===== config.mk =====
export PLATFORM = sky130hd
export DESIGN_NAME = reg_wr_arbiter
export DESIGN_NICKNAME = d
export VERILOG_FILES = /design/src/rtl/reg_wr_arbiter.sv
export SDC_FILE = /design/constraint.sdc
export NUM_CORES = 1
export LEC_CHECK = 0
export ABC_AREA = 1
export CELL_PAD_IN_SITES_DETAIL_PLACEMENT = 0
export CELL_PAD_IN_SITES_GLOBAL_PLACEMENT = 1
export CORE_UTILIZATION = 28
export DETAILED_ROUTE_END_ITERATION = 8
export HOLD_SLACK_MARGIN = 0.08
export PLACE_DENSITY = 0.93
export SETUP_SLACK_MARGIN = 0.15
export SYNTH_ARGS = -nofsm -noshare
export SYNTH_HDL_FRONTEND = slang
export SYNTH_SLANG_ARGS = --single-unit

===== constraint.sdc =====
create_clock -name C -period 4.29 [get_ports C]
set_input_delay 1.287 -clock C [delete_from_list [all_inputs] [get_ports C]]
set_output_delay 1.287 -clock C [all_outputs]
set_load 0.01 [all_outputs]

===== src/rtl/reg_wr_arbiter.sv =====
// Round-robin write-port arbiter for the shared 16-bit register bank.
// Grants one requester per cycle onto the bank D/CE bus and sequences bank-wide clears.
module reg_wr_arbiter #(
    parameter int unsigned N_REQ  = 4,
    parameter int unsigned N_REGS = 6,
    parameter int unsigned ADDR_W = 3
) (
    input  logic                     C,
    input  logic                     CLR,
    input  logic [N_REQ-1:0]         req_valid,
    input  logic [N_REQ*ADDR_W-1:0]  req_addr,
    input  logic [N_REQ*16-1:0]      req_data,
    input  logic                     clr_req,
    output logic [N_REQ-1:0]         ack,
    output logic                     wr_err,
    output logic [15:0]              bank_d,
    output logic [N_REGS-1:0]        bank_ce,
    output logic                     bank_clr,
    output logic                     clr_done
);

    localparam int unsigned PTR_W = (N_REQ > 1) ? $clog2(N_REQ) : 1;

    typedef enum logic [1:0] {
        StIdle,
        StWrite,
        StClear
    } state_e;

    state_e             state_q, state_d;
    logic [PTR_W-1:0]   ptr_q, ptr_d;
    logic [N_REQ-1:0]   ack_q, ack_d;
    logic               wr_err_q, wr_err_d;
    logic [15:0]        bank_d_q, bank_d_d;
    logic [N_REGS-1:0]  bank_ce_q, bank_ce_d;
    logic               bank_clr_q, bank_clr_d;
    logic               clr_done_q, clr_done_d;

    logic [N_REQ-1:0]   eligible;
    logic               found;
    logic [PTR_W-1:0]   idx;
    logic [PTR_W-1:0]   grant;
    logic [ADDR_W-1:0]  grant_addr;
    logic [15:0]        grant_data;
    logic               addr_ok;

    // Round-robin search starting at the pointer; a requester acked this cycle
    // is masked so its still-high valid is not granted twice.
    always_comb begin
        eligible = req_valid & ~ack_q;
        found    = 1'b0;
        grant    = '0;
        idx      = '0;
        for (int unsigned k = 0; k < N_REQ; k++) begin
            idx = PTR_W'((32'(ptr_q) + k) % N_REQ);
            if (!found && eligible[idx]) begin
                found = 1'b1;
                grant = idx;
            end
        end
    end

    always_comb begin
        grant_addr = '0;
        grant_data = '0;
        for (int unsigned i = 0; i < N_REQ; i++) begin
            if (grant == PTR_W'(i)) begin
                grant_addr = req_addr[i*ADDR_W +: ADDR_W];
                grant_data = req_data[i*16 +: 16];
            end
        end
        addr_ok = (32'(grant_addr) < N_REGS);
    end

    always_comb begin
        state_d    = StIdle;
        ptr_d      = ptr_q;
        ack_d      = '0;
        wr_err_d   = 1'b0;
        bank_d_d   = '0;
        bank_ce_d  = '0;
        bank_clr_d = 1'b0;
        clr_done_d = 1'b0;

        // Clear wins over writes; a held clr_req is ignored for the cycle after it completes.
        if (clr_req && (state_q != StClear)) begin
            state_d    = StClear;
            bank_clr_d = 1'b1;
            clr_done_d = 1'b1;
        end else if (found) begin
            state_d      = StWrite;
            ack_d[grant] = 1'b1;
            bank_d_d     = grant_data;
            if (addr_ok) begin
                for (int unsigned r = 0; r < N_REGS; r++) begin
                    bank_ce_d[r] = (grant_addr == ADDR_W'(r));
                end
            end else begin
                wr_err_d = 1'b1;
            end
            ptr_d = (grant == PTR_W'(N_REQ - 1)) ? '0 : grant + 1'b1;
        end
    end

    always_ff @(posedge C) begin
        if (CLR) begin
            state_q    <= StIdle;
            ptr_q      <= '0;
            ack_q      <= '0;
            wr_err_q   <= 1'b0;
            bank_d_q   <= '0;
            bank_ce_q  <= '0;
            bank_clr_q <= 1'b0;
            clr_done_q <= 1'b0;
        end else begin
            state_q    <= state_d;
            ptr_q      <= ptr_d;
            ack_q      <= ack_d;
            wr_err_q   <= wr_err_d;
            bank_d_q   <= bank_d_d;
            bank_ce_q  <= bank_ce_d;
            bank_clr_q <= bank_clr_d;
            clr_done_q <= clr_done_d;
        end
    end

    assign ack      = ack_q;
    assign wr_err   = wr_err_q;
    assign bank_d   = bank_d_q;
    assign bank_ce  = bank_ce_q;
    assign bank_clr = bank_clr_q;
    assign clr_done = clr_done_q;

endmodule


==> results.toml, run 1 <==
[outcome]
status = "complete, no violations"

[cts]
clkLatencyLatePin_ns = 0.27
cts_made_buffers = 5
holdBufCountCts = 0
cts_tree = "built"
clkTransAtPathRegs_ns = 0.06
cts_root_buf = "clkbuf_8"
htreeDepth = 2
clockBufferDepth = 2
cts_setup_buffers = 0
cts_resized = 0
cts_sinks = 31

[timing]
fin_crit_sh_pct = 85.60
max_freq_ghz = 0.2723
layout_setup_ws_ns = 0.6177
rsz0062_at_grt = "false"
finClkSkew_ns = 0.006045
worst_pin_slew_ns = 0.5071
hold_viol_final = 0
tns_ns = 0
setup_viol = 0
min_period_ns = 3.672
max-slew-margin-rel_pct = 66.19
final_max_slew_viol_count = 0

[synthesis]
synth_compound_area_share_pct = 16.11
synth_top_area_share_pct = 30.85
synthTopCellsByCount = "nand2_1 (54), nand3_1 (40), o21ai_0 (35)"
synth_cell_types = 29
synthTopCellsByArea = "dfxtp_1 (31%), nor2_4 (11%), nand2_1 (10%)"
synthCells = 276
yosysMostFrequentCell = "nand2_1"
synth-adder-area-share_pct = 2.488
yosys.area_share.simple_pct = 40.98
ys_async_sr_fraction_pct = 0
synth.net_count = 363
synth-seq-cells = 31
synth-xor-area-share_pct = 0
syn_avg_cell_area_um2 = 7.290
synth_top_family_by_area = "simple AND/OR/NAND/NOR gates"
syn-cell-area_um2 = 2012
synthMuxAreaShare_pct = 0
yosysTopAreaCell = "dfxtp_1"
ys.flop_type = "dfxtp_1"
ys_warn_count = 0
seq_area_frac_synth_pct = 30.85
synth-edff-count = 0

[worst_setup_path]
cp.required_ns = 4.50
critPathArrivalTime_ns = 3.88
critPathCaptureType = "register"
crit_type = "input pin to register"
crit_path_max_fanout = 7
critPathLaunchType = "input pin"

[layout]
fin_nets = 472
multi_input_area_um2 = 1199
fillers = 685
layout-drive-gt1-share_pct = 13.77
regArea_um2 = 620.6
area_growth_pct = 62.56
antenna_cells = 0

[global_route]
grt_max_degree = 34
antenna_found_initial = 0
grt_pass1_vias = 2177
grt_pass1_wl_um = 9756
grt_util_all_layers_pct = 16.99
grt-ovfl-total = 0

[die]
fp.dieArea_um2 = 7528
boundaryPins = 112
fp.dieW_um = 86.77
start_util_pct = 29.29
die_h_um = 86.77
row_count = 30
fp.coreArea_um2 = 6869

[routing]
drt_drc_violations_left = 0
firstDrtPassIters = 4
wl_per_cell_um = 12.67
vias = 2180
drt_iter0_drc = 59
wirelength_um = 6092
routed_via_density = 4.532
final_antenna_net_count = 0

[placed_design]
gp_congestion = 0.8864
detailedPlacementHpwl_um = 5001
io_buffers = 111
dp_slack_ns = 0.3261

[flow_run]
drv_cap = 0

[min_path]
hp-class = "register to register"

[power_and_ir_drop]
powerDensity_nw_per_um2 = 958.6
p_leak_nw = 1.336
vdd_ir_drop_max_mv = 0.4165
-- area by class of cell --
cell class                      count  share of cell area, %
Tap cell                           96                  3.673
Sequential cell                    31                  18.97
Timing Repair Buffer              118                  35.58
Clock inverter                      1                 0.1530
Clock buffer                        6                  2.525
Inverter                           20                  2.448
Multi-Input combinational cell    209                  36.65
-- worst paths after layout --
check | from | endpoint | slack, ns | cells after the start
max reg2reg | ptr_q[0] | bank_ce[5] | 1.49 | 17
min reg2reg | state_q[0] | state_q[1] | 0.57 | 2
min | state_q[0] | state_q[1] | 0.57 | 2
max | req_valid[1] | bank_ce[5] | 0.62 | 18
-- state kept, by name, summed over array words and instances, names as in the netlist --
name,flops
ptr_q,2
state_q,2
ack,4
bank_ce,6
bank_d,16
wr_err,1
-- per-stage QoR --
step | utilization [%] | power (mW) | cells | hold slack (ns) | area (um2)
after global routing | 47.61 | 3.484 | 481 | 0.6001 | 3271
final | 47.61 | 3.135 | 481 | 0.5743 | 3271
after detailed placement | 46.34 | 2.938 | 474 | 0.5608 | 3183
after floorplan | - | 2.265 | 276 | 0.5262 | 2012
after global placement | 46.34 | 2.919 | 474 | 0.5514 | 3183
after CTS | 47.61 | 3.182 | 481 | 0.5779 | 3271
-- layout by cell type (no fill, tap or decap), drive strengths merged --
cell             n
clkdlybuf4s50  111
nand2           62
nand3           45
o21ai           38
nor2            32
dfxtp           31
a21oi           22
inv             19
buf              7
clkbuf           6
ha               4
nand4            2
clkinv           2
and2             1
a22oi            1
nor3             1
nand3b           1
-- layer usage --
metal	vias up	GRT usage [%]	wire [um]
met3	6	5.524	500
met4	0	5.758	82
met1	950	17.76	2389
met2	91	31.82	3120
li1	1133	-	-
met5	-	0	0
-- cells by family after synthesis --
group | Yosys count
AO/OA/AOI/OAI | 61
adder cells (fa/ha/maj) | 4
AND/OR/NAND/NOR | 144
buffers and inverters | 36
flip-flops | 31
-- critical path: stages --
cell	delay, ns
clkdlybuf4s50_1	0.49
nand3_1	0.13
nand3_1	0.17
nand2_4	0.08
inv_1	0.08
nand2_1	0.07
nand2_1	0.06
nand2_1	0.06
nand3_1	0.12
inv_1	0.08
ha_1	0.28
o21ai_0	0.28
nand2_1	0.08
nand2_1	0.06
o21ai_0	0.16
inv_1	0.14
nand3_1	0.14
nor2_4	0.12
-- report_power, final --
group / switching [mW] / internal (mW) / total, mW
Clock: 0.102 / 0.126 / 0.227
Sequential: 0.0465 / 0.380 / 0.427
Combinational: 1.55 / 0.928 / 2.48
Total: 1.70 / 1.43 / 3.14
(Power assumes the default switching activity.)
==> inputs of run 2 (changes only) <==
--- a/config.mk
+++ b/config.mk
@@ -5,13 +5,13 @@
 export SDC_FILE = /design/constraint.sdc
 export NUM_CORES = 1
 export LEC_CHECK = 0
-export ABC_AREA = 1
+export ABC_AREA = 0
 export CELL_PAD_IN_SITES_DETAIL_PLACEMENT = 0
 export CELL_PAD_IN_SITES_GLOBAL_PLACEMENT = 1
-export CORE_UTILIZATION = 28
+export CORE_UTILIZATION = 25
 export DETAILED_ROUTE_END_ITERATION = 8
 export HOLD_SLACK_MARGIN = 0.08
-export PLACE_DENSITY = 0.93
+export PLACE_DENSITY = 0.92
 export SETUP_SLACK_MARGIN = 0.15
 export SYNTH_ARGS = -nofsm -noshare
 export SYNTH_HDL_FRONTEND = slang
==> constraint.sdc (replaced) <==
create_clock -name C -period 4.3 [get_ports C]
set_input_delay 1.29 -clock C [delete_from_list [all_inputs] [get_ports C]]
set_output_delay 1.29 -clock C [all_outputs]
set_load 0.01 [all_outputs]
==> results.toml, run 2 <==
[outcome]
status = "complete, no violations"

[timing]
min_period_ns = 3.833
fin_crit_sh_pct = 89.13
hold_viol_final = 0
setup_viol = 0
finClkSkew_ns = 0.005794
max-slew-margin-rel_pct = 58.53
rsz0062_at_grt = "false"
tns_ns = 0
timing.hold.ws_ns = 0.5907
max_freq_ghz = 0.2609
worst_pin_slew_ns = 0.6188
layout_setup_ws_ns = 0.4673
final_max_slew_viol_count = 0

[power_and_ir_drop]
p_leak_nw = 1.020
finalPower_mw = 1.032
pwr-share-comb_pct = 46.2
p_seq_share_pct = 32.6
switching_share_pct = 32.96
powerDensity_nw_per_um2 = 370.2
switching_power_mw = 0.3402
vdd_ir_drop_max_mv = 0.2372
p_int_mw = 0.6919
pwr-share-clk_pct = 21.2

[synthesis]
ys.flop_type = "dfxtp_1"
ys_async_sr_fraction_pct = 0
yosysTopAreaCell = "dfxtp_1"
synth.net_count = 260
synth_cell_types = 38
synthTopCellsByCount = "dfxtp_1 (31), a21oi_1 (22), nand2_1 (17)"
yosysMostFrequentCell = "dfxtp_1"
synth_top_area_share_pct = 40.69
synthCells = 173
ys_warn_count = 0
synth-seq-cells = 31
synthTopCellsByArea = "dfxtp_1 (41%), a221o_1 (11%), o211ai_1 (7.4%)"
syn-cell-area_um2 = 1525
seq_area_frac_synth_pct = 40.69
synth-edff-count = 0
syn_avg_cell_area_um2 = 8.816

[cts]
clkTransAtPathRegs_ns = 0.07
cts_made_buffers = 5
cts_tree = "built"
holdBufCountCts = 0
htreeDepth = 2
cts_root_buf = "clkbuf_8"
cts_sinks = 31
clkLatencyLatePin_ns = 0.27
clockBufferDepth = 2

[worst_setup_path]
critPathMostFrequentCell = "a21oi_1"
crit_type = "input pin to register"
critPathArrivalTime_ns = 4.01
cpPeakStageDelay_ns = 0.45
slowest_stage = "clkdlybuf4s50_1"
critPathCaptureType = "register"
cp.required_ns = 4.48
path_cells = "clkdlybuf4s50_1, nor2b_1, o221ai_1, a21oi_1, ha_1, buf_4, a21oi_1, a221oi_1, a21oi_1, nor4_1"
critPathLaunchType = "input pin"
crit_path_max_fanout = 22

[layout]
layout-drive-gt1-share_pct = 5.282
area_growth_pct = 82.77
largest_register_ffs = 16
finalNonFillerCells = 359
final_cell_mix = "clkdlybuf4s50_1 (111), dfxtp_1 (31), a21oi_1 (22)"
utilization_pct = 47.36
fin_nets = 370
fin_area_um2 = 2788
final_common_cell = "clkdlybuf4s50_1"
antenna_cells = 0

[routing]
drt_drc_violations_left = 0
final_antenna_net_count = 0
vias = 1766
wirelength_um = 5248
firstDrtPassIters = 4
drt_iter0_drc = 69
routed_via_density = 4.919
wl_per_cell_um = 14.62

[die]
fp.coreArea_um2 = 5886
start_util_pct = 25.91
die_h_um = 80.11
fp.dieW_um = 80.11
row_count = 28
boundaryPins = 112
fp.dieArea_um2 = 6417

[placed_design]
place_area_um2 = 2701
detailedPlacementHpwl_um = 3960
gp_congestion = 0.7236
dp_slack_ns = -0.05421
io_buffers = 111
dpl.cell_count = 351

[global_route]
grt_pass1_vias = 1725
grt_pass1_wl_um = 8135
grt_util_all_layers_pct = 16.71
grt_max_degree = 29
grt-ovfl-total = 0
antenna_found_initial = 0

[flow_run]
drv_cap = 0

[min_path]
hp-class = "register to register"
run 2: cell count changes after synthesis, sizes merged, moves of 3 or more:
cell and delta:
nand2 -45, inv -12, nor2 -22, a221o +16, nand3 -44, o211ai +15, nor2b +3, nor4 +6
o21ai -36
run 2: kinds of logic (layout without fill, tap and decap cells):
group / count (synthesis) / in the layout / synth area share, %
compound gates: 72 / 72 / 35.03
buf+inv: 23 / 134 / 7.055
simple gates: 43 / 43 / 13.95
fa+ha+maj: 4 / 4 / 3.282
flops: 31 / 31 / 40.69
run 2: path summary, 6_finish.rpt:
kind,start,cells after the start,end,slack [ns]
hold reg to reg,ptr_q[0],2,ptr_q[0],0.59
hold / removal,ptr_q[0],2,ptr_q[0],0.59
setup / recovery,req_valid[1],10,bank_ce[5],0.47
setup reg to reg,ack[1],9,bank_ce[5],1.64
run 2: worst max-delay path, delay by kind of cell:
| family | cells | cell delay (ns) |
|---|---|---|
| adders and majority gates | 1 | 0.29 |
| buffers and inverters | 2 | 0.74 |
| and+or+nand+nor | 2 | 0.55 |
| AOI/OAI and AO/OA | 5 | 1.13 |
run 2: what timing repair did:
item / CTS / global route
buffers inserted: 0 / 0
setup endpoints to repair: 0 / 6
gates resized for setup: 0 / 1
run 2: final cells by class:
type	instances	area, um2
clock buffers	7	76.32
clock inverters	1	5.005
fillers	583	3098
inverters	9	33.78
multi-input cells	119	802.0
flip-flops and latches	31	620.6
well taps	75	93.84
repair buffers	117	1156
run 2: power by group through the flow:
stage          Sequential (mW)  Clock (mW)  Combinational (mW)
6_report                 0.337       0.218               0.477
3_5_place_dp             0.343           0               0.476
3_3_place_gp             0.343           0               0.467
2_1_floorplan            0.358           0               0.262
4_1_cts                  0.337       0.226               0.478
5_1_grt                  0.340       0.239               0.523
run 2: layer usage:
layer | share of wire, % | routed length (um) | vias up | GRT usage [%]
met5 | 0 | 0 | - | 0
met1 | 43 | 2251 | 795 | 20.26
met3 | 10 | 533 | 5 | 5.455
li1 | - | - | 873 | -
met2 | 46 | 2413 | 93 | 27.86
met4 | 0.95 | 50 | 0 | 5.179
